## src/rtl/pixel_raster_pkg.sv

```systemverilog
// Shared widths and width-derivation helpers for the triangle raster pipe.
// Pure declarations: no latency, no flow control.
package pixel_raster_pkg;

    localparam int NUM_POLY_DEF = 4;
    localparam int X_W_DEF      = 7;
    localparam int Y_W_DEF      = 6;
    localparam int COLOR_W_DEF  = 6;
    localparam int DEPTH_W_DEF  = 3;

    // Signed differences are X_W+1 / Y_W+1 bits, so each product needs
    // X_W+Y_W+2 bits and their difference one more.
    function automatic int edge_w(input int xw, input int yw);
        return xw + yw + 3;
    endfunction

    function automatic int idx_w(input int n);
        return (n <= 1) ? 1 : $clog2(n);
    endfunction

endpackage

```

## src/rtl/pixel_edge_eval.sv

```systemverilog
// One triangle's three signed edge functions, registered with its attributes.
// Latency 1 cycle; free-running, never stalls.
module pixel_edge_eval
    import pixel_raster_pkg::*;
#(
    parameter int X_W     = X_W_DEF,
    parameter int Y_W     = Y_W_DEF,
    parameter int COLOR_W = COLOR_W_DEF,
    parameter int DEPTH_W = DEPTH_W_DEF,
    parameter int EW      = edge_w(X_W, Y_W)
) (
    input  logic                 clk,
    input  logic                 rst,
    input  logic [X_W-1:0]       pix_x,
    input  logic [Y_W-1:0]       pix_y,
    input  logic                 en,
    input  logic [X_W-1:0]       v0_x,
    input  logic [X_W-1:0]       v1_x,
    input  logic [X_W-1:0]       v2_x,
    input  logic [Y_W-1:0]       v0_y,
    input  logic [Y_W-1:0]       v1_y,
    input  logic [Y_W-1:0]       v2_y,
    input  logic [COLOR_W-1:0]   color,
    input  logic [DEPTH_W-1:0]   depth,
    output logic signed [EW-1:0] e0,
    output logic signed [EW-1:0] e1,
    output logic signed [EW-1:0] e2,
    output logic                 en_q,
    output logic [COLOR_W-1:0]   color_q,
    output logic [DEPTH_W-1:0]   depth_q
);

    function automatic logic signed [EW-1:0] edge_fn(
        input logic [X_W-1:0] px,
        input logic [Y_W-1:0] py,
        input logic [X_W-1:0] xa,
        input logic [Y_W-1:0] ya,
        input logic [X_W-1:0] xb,
        input logic [Y_W-1:0] yb
    );
        logic signed [X_W:0] dx_p;
        logic signed [X_W:0] dx_e;
        logic signed [Y_W:0] dy_p;
        logic signed [Y_W:0] dy_e;
        dx_p = $signed({1'b0, px} - {1'b0, xa});
        dx_e = $signed({1'b0, xb} - {1'b0, xa});
        dy_p = $signed({1'b0, py} - {1'b0, ya});
        dy_e = $signed({1'b0, yb} - {1'b0, ya});
        return EW'(dx_p) * EW'(dy_e) - EW'(dy_p) * EW'(dx_e);
    endfunction

    always_ff @(posedge clk) begin
        if (rst) begin
            e0      <= '0;
            e1      <= '0;
            e2      <= '0;
            en_q    <= 1'b0;
            color_q <= '0;
            depth_q <= '0;
        end else begin
            e0      <= edge_fn(pix_x, pix_y, v0_x, v0_y, v1_x, v1_y);
            e1      <= edge_fn(pix_x, pix_y, v1_x, v1_y, v2_x, v2_y);
            e2      <= edge_fn(pix_x, pix_y, v2_x, v2_y, v0_x, v0_y);
            en_q    <= en;
            color_q <= color;
            depth_q <= depth;
        end
    end

endmodule

```

## src/rtl/pixel_raster_pipe.sv

```systemverilog
// Rasterises NUM_POLY double-buffered triangles per pixel with depth resolve.
// Latency 3 cycles at 1 pixel/cycle; no backpressure, bubbles pass through.
module pixel_raster_pipe
    import pixel_raster_pkg::*;
#(
    parameter int NUM_POLY = NUM_POLY_DEF,
    parameter int X_W      = X_W_DEF,
    parameter int Y_W      = Y_W_DEF,
    parameter int COLOR_W  = COLOR_W_DEF,
    parameter int DEPTH_W  = DEPTH_W_DEF
) (
    input  logic                          clk,
    input  logic                          rst,
    input  logic                          frame_load,
    input  logic [NUM_POLY-1:0]           poly_en,
    input  logic [NUM_POLY*X_W-1:0]       poly_v0_x,
    input  logic [NUM_POLY*X_W-1:0]       poly_v1_x,
    input  logic [NUM_POLY*X_W-1:0]       poly_v2_x,
    input  logic [NUM_POLY*Y_W-1:0]       poly_v0_y,
    input  logic [NUM_POLY*Y_W-1:0]       poly_v1_y,
    input  logic [NUM_POLY*Y_W-1:0]       poly_v2_y,
    input  logic [NUM_POLY*COLOR_W-1:0]   poly_color,
    input  logic [NUM_POLY*DEPTH_W-1:0]   poly_depth,
    input  logic [COLOR_W-1:0]            background_color,
    input  logic                          pix_valid,
    input  logic [X_W-1:0]                pix_x,
    input  logic [Y_W-1:0]                pix_y,
    output logic                          out_valid,
    output logic [COLOR_W-1:0]            pixel_out,
    output logic                          out_hit,
    output logic [idx_w(NUM_POLY)-1:0]    out_poly_idx
);

    localparam int EW    = edge_w(X_W, Y_W);
    localparam int IDX_W = idx_w(NUM_POLY);

    // Active polygon set: only frame_load updates it, so mid-frame writes to
    // the staged inputs cannot tear the image.
    logic [NUM_POLY-1:0]         act_en;
    logic [NUM_POLY*X_W-1:0]     act_v0_x, act_v1_x, act_v2_x;
    logic [NUM_POLY*Y_W-1:0]     act_v0_y, act_v1_y, act_v2_y;
    logic [NUM_POLY*COLOR_W-1:0] act_color;
    logic [NUM_POLY*DEPTH_W-1:0] act_depth;

    always_ff @(posedge clk) begin
        if (rst) begin
            act_en    <= '0;
            act_v0_x  <= '0;
            act_v1_x  <= '0;
            act_v2_x  <= '0;
            act_v0_y  <= '0;
            act_v1_y  <= '0;
            act_v2_y  <= '0;
            act_color <= '0;
            act_depth <= '0;
        end else if (frame_load) begin
            act_en    <= poly_en;
            act_v0_x  <= poly_v0_x;
            act_v1_x  <= poly_v1_x;
            act_v2_x  <= poly_v2_x;
            act_v0_y  <= poly_v0_y;
            act_v1_y  <= poly_v1_y;
            act_v2_y  <= poly_v2_y;
            act_color <= poly_color;
            act_depth <= poly_depth;
        end
    end

    logic                 s1_valid;
    logic [COLOR_W-1:0]   s1_bg;
    logic signed [EW-1:0] s1_e0 [NUM_POLY];
    logic signed [EW-1:0] s1_e1 [NUM_POLY];
    logic signed [EW-1:0] s1_e2 [NUM_POLY];
    logic [NUM_POLY-1:0]  s1_en;
    logic [COLOR_W-1:0]   s1_color [NUM_POLY];
    logic [DEPTH_W-1:0]   s1_depth [NUM_POLY];
    logic [NUM_POLY-1:0]  s1_in;

    for (genvar g = 0; g < NUM_POLY; g++) begin : g_poly
        logic [2:0] neg, zero, pos;

        pixel_edge_eval #(
            .X_W     (X_W),
            .Y_W     (Y_W),
            .COLOR_W (COLOR_W),
            .DEPTH_W (DEPTH_W),
            .EW      (EW)
        ) u_edge (
            .clk     (clk),
            .rst     (rst),
            .pix_x   (pix_x),
            .pix_y   (pix_y),
            .en      (act_en[g]),
            .v0_x    (act_v0_x[g*X_W +: X_W]),
            .v1_x    (act_v1_x[g*X_W +: X_W]),
            .v2_x    (act_v2_x[g*X_W +: X_W]),
            .v0_y    (act_v0_y[g*Y_W +: Y_W]),
            .v1_y    (act_v1_y[g*Y_W +: Y_W]),
            .v2_y    (act_v2_y[g*Y_W +: Y_W]),
            .color   (act_color[g*COLOR_W +: COLOR_W]),
            .depth   (act_depth[g*DEPTH_W +: DEPTH_W]),
            .e0      (s1_e0[g]),
            .e1      (s1_e1[g]),
            .e2      (s1_e2[g]),
            .en_q    (s1_en[g]),
            .color_q (s1_color[g]),
            .depth_q (s1_depth[g])
        );

        assign neg  = {s1_e2[g][EW-1], s1_e1[g][EW-1], s1_e0[g][EW-1]};
        assign zero = {s1_e2[g] == '0, s1_e1[g] == '0, s1_e0[g] == '0};
        assign pos  = ~neg & ~zero;
        // Either winding counts; an all-zero triangle fails both terms.
        assign s1_in[g] = s1_en[g] & ((~|neg & |pos) | (~|pos & |neg));
    end

    always_ff @(posedge clk) begin
        if (rst) begin
            s1_valid <= 1'b0;
            s1_bg    <= '0;
        end else begin
            s1_valid <= pix_valid;
            s1_bg    <= background_color;
        end
    end

    logic                s2_valid;
    logic [COLOR_W-1:0]  s2_bg;
    logic [NUM_POLY-1:0] s2_in;
    logic [COLOR_W-1:0]  s2_color [NUM_POLY];
    logic [DEPTH_W-1:0]  s2_depth [NUM_POLY];

    always_ff @(posedge clk) begin
        if (rst) begin
            s2_valid <= 1'b0;
            s2_bg    <= '0;
            s2_in    <= '0;
            s2_color <= '{default: '0};
            s2_depth <= '{default: '0};
        end else begin
            s2_valid <= s1_valid;
            s2_bg    <= s1_bg;
            s2_in    <= s1_in;
            s2_color <= s1_color;
            s2_depth <= s1_depth;
        end
    end

    logic               win_hit;
    logic [IDX_W-1:0]   win_idx;
    logic [DEPTH_W-1:0] win_depth;
    logic [COLOR_W-1:0] win_color;

    // Strict less-than keeps the lowest index on a depth tie.
    always_comb begin
        win_hit   = 1'b0;
        win_idx   = '0;
        win_depth = '0;
        win_color = '0;
        for (int i = 0; i < NUM_POLY; i++) begin
            if (s2_in[i] && (!win_hit || s2_depth[i] < win_depth)) begin
                win_hit   = 1'b1;
                win_idx   = IDX_W'(i);
                win_depth = s2_depth[i];
                win_color = s2_color[i];
            end
        end
    end

    always_ff @(posedge clk) begin
        if (rst) begin
            out_valid    <= 1'b0;
            pixel_out    <= '0;
            out_hit      <= 1'b0;
            out_poly_idx <= '0;
        end else begin
            out_valid <= s2_valid;
            if (s2_valid) begin
                pixel_out    <= win_hit ? win_color : s2_bg;
                out_hit      <= win_hit;
                out_poly_idx <= win_idx;
            end
        end
    end

endmodule

```

## config.mk

```make
export PLATFORM = sky130hd
export DESIGN_NAME = pixel_raster_pipe
export DESIGN_NICKNAME = d
export VERILOG_FILES = /design/src/rtl/pixel_raster_pkg.sv /design/src/rtl/pixel_edge_eval.sv /design/src/rtl/pixel_raster_pipe.sv
export SDC_FILE = /design/constraint.sdc
export NUM_CORES = 2
export LEC_CHECK = 0
export ABC_AREA = 1
export CAP_MARGIN = 25
export CORE_UTILIZATION = 30
export DETAILED_ROUTE_END_ITERATION = 6
export PLACE_DENSITY = 0.41
export SLEW_MARGIN = 20
export SYNTH_ARGS = -nofsm -noshare
export SYNTH_HDL_FRONTEND = slang
export SYNTH_SLANG_ARGS = --single-unit
```

## constraint.sdc

```tcl
create_clock -name clk -period 18.24 [get_ports clk]
set_clock_uncertainty 0.1 [all_clocks]
set_input_delay 4.56 -clock clk [delete_from_list [all_inputs] [get_ports clk]]
set_output_delay 4.56 -clock clk [all_outputs]
set_load 0.005 [all_outputs]
```

# Yosys cells after proc, flatten, opt, wreduce, memory -nomap -nowiden
# Index checks and enable logic that the tools add are counted.
# word_totals
register_bits	492
in_bits	219
out_inout_bits	10
# classes
addsub	60
multipliers	24
magnitude_cmp	3
n_mux	15
n_bitwise	28
reduce_logical	37
# op_table
op	n
$logic_not 16->1	12
$sub 16x16->16	12
$sub 7x7->8	24
$mul 7x8->15	12
$mul 8x7->15	12
$sub 6x6->7	24
$mux 6	5
$not 3->3	8
$reduce_or 3->1	8
$and 1x1->1	12
$and 3x3->3	4
$logic_not 1->1	11
$lt 3x3->1	3
$mux 3	3
$mux 1	5
$mux 2	2
$or 1x1->1	4
$logic_and 1x1->1	3
$logic_or 1x1->1	3

# Depth between registers and ports, before layout
# depth
depth_word	14
ltp_mapped	41
mapped_depth_nobuf	41

# By module
# A second synthesis with hierarchy kept.
# unflattened
hier_cells	10727
area_unflattened_um2	84612.4
# by_module_without_submodules
mod	instances	cells_per_inst	area_each_um2
pixel_edge_eval (g_poly[1].u_edge ...)	2	2358	18694.2
pixel_edge_eval (g_poly[3].u_edge)	1	2407	18869.3
pixel_edge_eval (g_poly[0].u_edge)	1	2336	18761.7
pixel_raster_pipe	1	1268	9593.0

# Least setup slack after synthesis
# OpenSTA, ideal clock, no wires.
# synth_timing
path_type	input -> register
start	input port pix_x[0]
end	register g_poly[3].u_edge.e2[14]
setup_ps	128
t_arrival_ps	10656
path_slack_ps	7357
cell_stages	40
cell_sequence	inv_1 > ha_1 > inv_1 > fa_1 > a21oi_1 > nor2_1 > o21ai_0 > nand2_1 > a21oi_1 > xor2_1 > inv_1 > nand2_1 > fa_1 > inv_1 > fa_1 > fa_1 > inv_1 > fa_1 > [... 4 more ...] > nor2_1 > nor2_1 > nor2_1 > inv_1 > a21oi_1 > inv_1 > a21oi_1 > nor2_1 > nor2_1 > xor2_1 > ha_1 > a21oi_1 > o31ai_1 > a21oi_1 > nand2_1 > xor2_1 > inv_1 > nor2_1
# synth_between
elab_chain_len	3
# synth_lines
element	line	text
from (decl)	pixel_raster_pipe.sv:26	input logic [X_W-1:0] pix_x,
$sub 7x7->8	pixel_edge_eval.sv:45	dx_p = $signed({1'b0, px} - {1'b0, xa});
$mul 8x7->15	pixel_edge_eval.sv:49	return EW'(dx_p) * EW'(dy_e) - EW'(dy_p) * EW'(dx_e);
$sub 16x16->16	pixel_edge_eval.sv:49	
to (signal assigned)	pixel_edge_eval.sv:63	e2 <= edge_fn(pix_x, pix_y, v2_x, v2_y, v0_x, v0_y);
to (decl)	pixel_edge_eval.sv:27	output logic signed [EW-1:0] e2,
# No other way between the ends.
# A chain may end at the register's enable or synchronous reset.

# Worst setup path in the final report
# Same ends and word-level chain as after synthesis.

==> flow_metrics.py <==
metrics = {
    "timing": {
        "setup_viol": 0,
        "hold_violations": 0,
        "worst-slew-pin-transition_ps": 987.2,
        "drv_slew": 0,
        "rsz0062_at_grt": "false",
        "min_period_ps": 11820,
        "setup_tns_ps": 0,
        "period_share": 0.6480,
        "fmax_mhz": 84.61,
        "relSlewSlack": 0.3349,
    },
    "yosys": {
        "synth_area_sq_um": 83530,
        "synth_xor_area_frac": 0.05821,
        "synth_warnings": 0,
        "synthArstFlopShare": 0,
        "synthesis.nets": 13300,
        "muxShareOfSynthArea": 0,
        "synth-simple-area-share": 0.1301,
        "synth_compound_gate_area_share": 0.1068,
        "synth_edf_count": 0,
        "synth_area_per_cell_sq_um": 7.775,
        "syn_inst": 10740,
        "synth-main-ff-cell": "dfxtp_1",
        "synth_cell_type_count": 43,
        "yosys.area_share.adder": 0.4521,
        "synth_top_family_by_area": "adder cells",
        "ys_ff_latch": 492,
        "ys_seq_area_frac": 0.1179,
    },
    "detailed_routing": {
        "firstDrtPassIters": 5,
        "vias": 66350,
        "wl_per_cell_um": 16.43,
        "first_iter_violations": 3448,
        "vias_per_cell": 4.507,
        "final_antenna_net_count": 0,
        "routed_wl_mm": 241.9,
        "drc": 0,
    },
    "global_route": {
        "grtUsageTotal": 0.1757,
        "grt_pass1_wl_mm": 385.8,
        "antenna_found_initial": 29,
        "grt_max_degree": 124,
        "overflow": 0,
        "grt_pass1_vias": 69440,
    },
    "cts": {
        "numCtsBuffers": 70,
        "post_cts_resized": 0,
        "clock_tree.buffer_depth": 3,
        "postCtsSetupRepairBufs": 0,
        "clkSinkCount": 492,
        "htreeDepth": 3,
        "cts-root-buf": "clkbuf_16",
        "cts_tree": "built",
        "cts_hold_buf": 0,
        "clkLatencyLatePin_ps": 710,
        "cts.clk_slew.worst_paths_ps": 60,
    },
    "worst_setup_path": {
        "crit_type": "in2reg",
        "reg2reg_depth": 26,
        "cpMostUsedCell": "inv_1",
        "worstPathRequired_ps": 18700,
        "worst-path-stages": 42,
        "slowest_stage": "fa_1",
        "cp_max_fo": 12,
        "worstSetupStartpointType": "input pin",
        "slowest_delay_ps": 490,
        "arrival_ps": 12280,
        "critPathTopFamily": "adder cells",
        "timing.rr.end": "g_poly[2].u_edge.e2[13]",
        "cp-end-kind": "flop",
        "reg2reg_from": "act_v2_y[13]",
        "path_buf_inv": 11,
        "r2r_slack_ps": 10700,
    },
    "die": {
        "die_w_um": 529.7,
        "initial_utilization": 0.3018,
        "dieArea_sq_um": 280600,
        "core_sq_um": 276700,
        "rows": 193,
        "die_h_um": 529.7,
        "pin_count": 229,
    },
    "min_path": {
        "hold_depth": 2,
        "min-delay-start": "g_poly[3].u_edge.depth_q[0]",
        "whs_endpoint": "s2_depth[0]",
        "min_path_type": "reg2reg",
    },
    "cells_and_area": {
        "final_cell_mix": "inv_1 (2854), nor2_1 (1262), ha_1 (1194)",
        "drive_gt1_frac": 0.02824,
        "area_delta_synth_final_pct": 10.83,
        "fillers": 29670,
        "final_util": 0.3345,
        "layout_commonest_cell": "inv_1",
        "nNetsFinal": 13510,
    },
    "place": {
        "dpl.hpwl_mm": 205.5,
        "gp_congestion": 0.8336,
        "port_buffers": 228,
    },
    "job": {
        "drv_cap": 0,
    },
    "status": {
        "status": "completed",
    },
}
-- sequential cells by signal, indices dropped and copies added, names as in the netlist, 28 cells and up --
signal / count
act_v2_x: 28
g_poly.u_edge.e0: 64
g_poly.u_edge.e1: 64
act_v1_x: 28
act_v0_x: 28
g_poly.u_edge.e2: 64
-- area by class of cell --
class | count | area [sq um] | area share
multi-input cells | 7251 | 62410 | 0.6742
diodes | 5 | 12.51 | 0.0001352
clock buffers | 95 | 1997 | 0.02157
flip-flops and latches | 492 | 9849 | 0.1064
inverters | 2886 | 10850 | 0.1172
repair buffers | 253 | 2419 | 0.02613
clock inverters | 34 | 400.4 | 0.004325
well taps | 3705 | 4636 | 0.05008
-- cell families after synthesis --
logic type,Yosys count
and+or+nand+nor,2701
DFF,492
xor gates and xnor gates,541
AOI/OAI and AO/OA,1675
buffers and inverters,3001
adders and majority gates,2334
-- synth_stat cells, types with 2 or more instances --
master,n,share of area
inv_1,2858,0.13
nor2_1,1262,0.057
ha_1,1194,0.18
fa_1,1140,0.27
nand2_1,1067,0.048
a21oi_1,941,0.056
dfxtp_1,492,0.12
o21ai_0,415,0.025
xor2_1,352,0.037
xnor2_1,180,0.019
nand3_1,137,0.0082
or2_2,114,0.0085
clkbuf_1,111,0.0050
o21ai_1,104,0.0062
o21a_1,49,0.0044
nor3_1,45,0.0027
nor4_1,40,0.0030
a21o_1,38,0.0034
inv_2,27,0.0012
a31oi_1,26,0.0019
o21bai_1,26,0.0023
o211ai_1,19,0.0017
nand4_1,18,0.0013
o31ai_1,17,0.0015
a21boi_1,14,0.0013
a211oi_1,9,0.00081
xnor3_1,9,0.0024
o2111ai_1,7,0.00073
nand3b_1,5,0.00045
a211oi_2,3,0.00045
a22oi_1,3,0.00027
and2_1,3,0.00022
nand2_2,3,0.00022
nand3_2,3,0.00036
or2_1,3,0.00022
buf_2,2,0.00012
o211a_1,2,0.00024
-- worst min-delay path, stage by stage, from the launching register on --
cell	delay, ps
dfxtp_1	290
inv_1	40
nor2_1	30
-- metrics by stage --
step	worst slack (ps)	hold WS [ps]	instances	area [sq um]
final	6421	286.1	14720	92570
after global routing	5802	303.6	14720	92570
after CTS	6530	292.7	14720	92560
after detailed placement	5749	292.9	14590	90160
after global placement	5616	290.1	14590	90160
after floorplan	7357	288.3	10740	83530
-- metal layers --
metal  up-vias  wire [um]  GRT usage
met3       184       9644    0.01840
met4         6       3984    0.03164
met2      1096     108700     0.2884
li1      33220          -          -
met1     31850     119500     0.2496
met5         -         35          0
-- worst max-delay path by stage --
| stage | slack (ps) | startpoint | endpoint |
|---|---|---|---|
| floorplan | 7360 | pix_x[0] | g_poly[3].u_edge.e2[14] |
| global placement | 5620 | pix_x[0] | g_poly[3].u_edge.e2[14] |
| detailed placement | 5750 | pix_x[0] | g_poly[3].u_edge.e2[14] |
| CTS | 6530 | pix_x[0] | g_poly[3].u_edge.e2[14] |
| global route | 5800 | pix_x[0] | g_poly[3].u_edge.e2[14] |
| finish | 6420 | pix_x[0] | g_poly[3].u_edge.e2[14] |
Power is not shown: default switching activity piles up to over one toggle a cycle in this logic, so the estimate is an artifact.
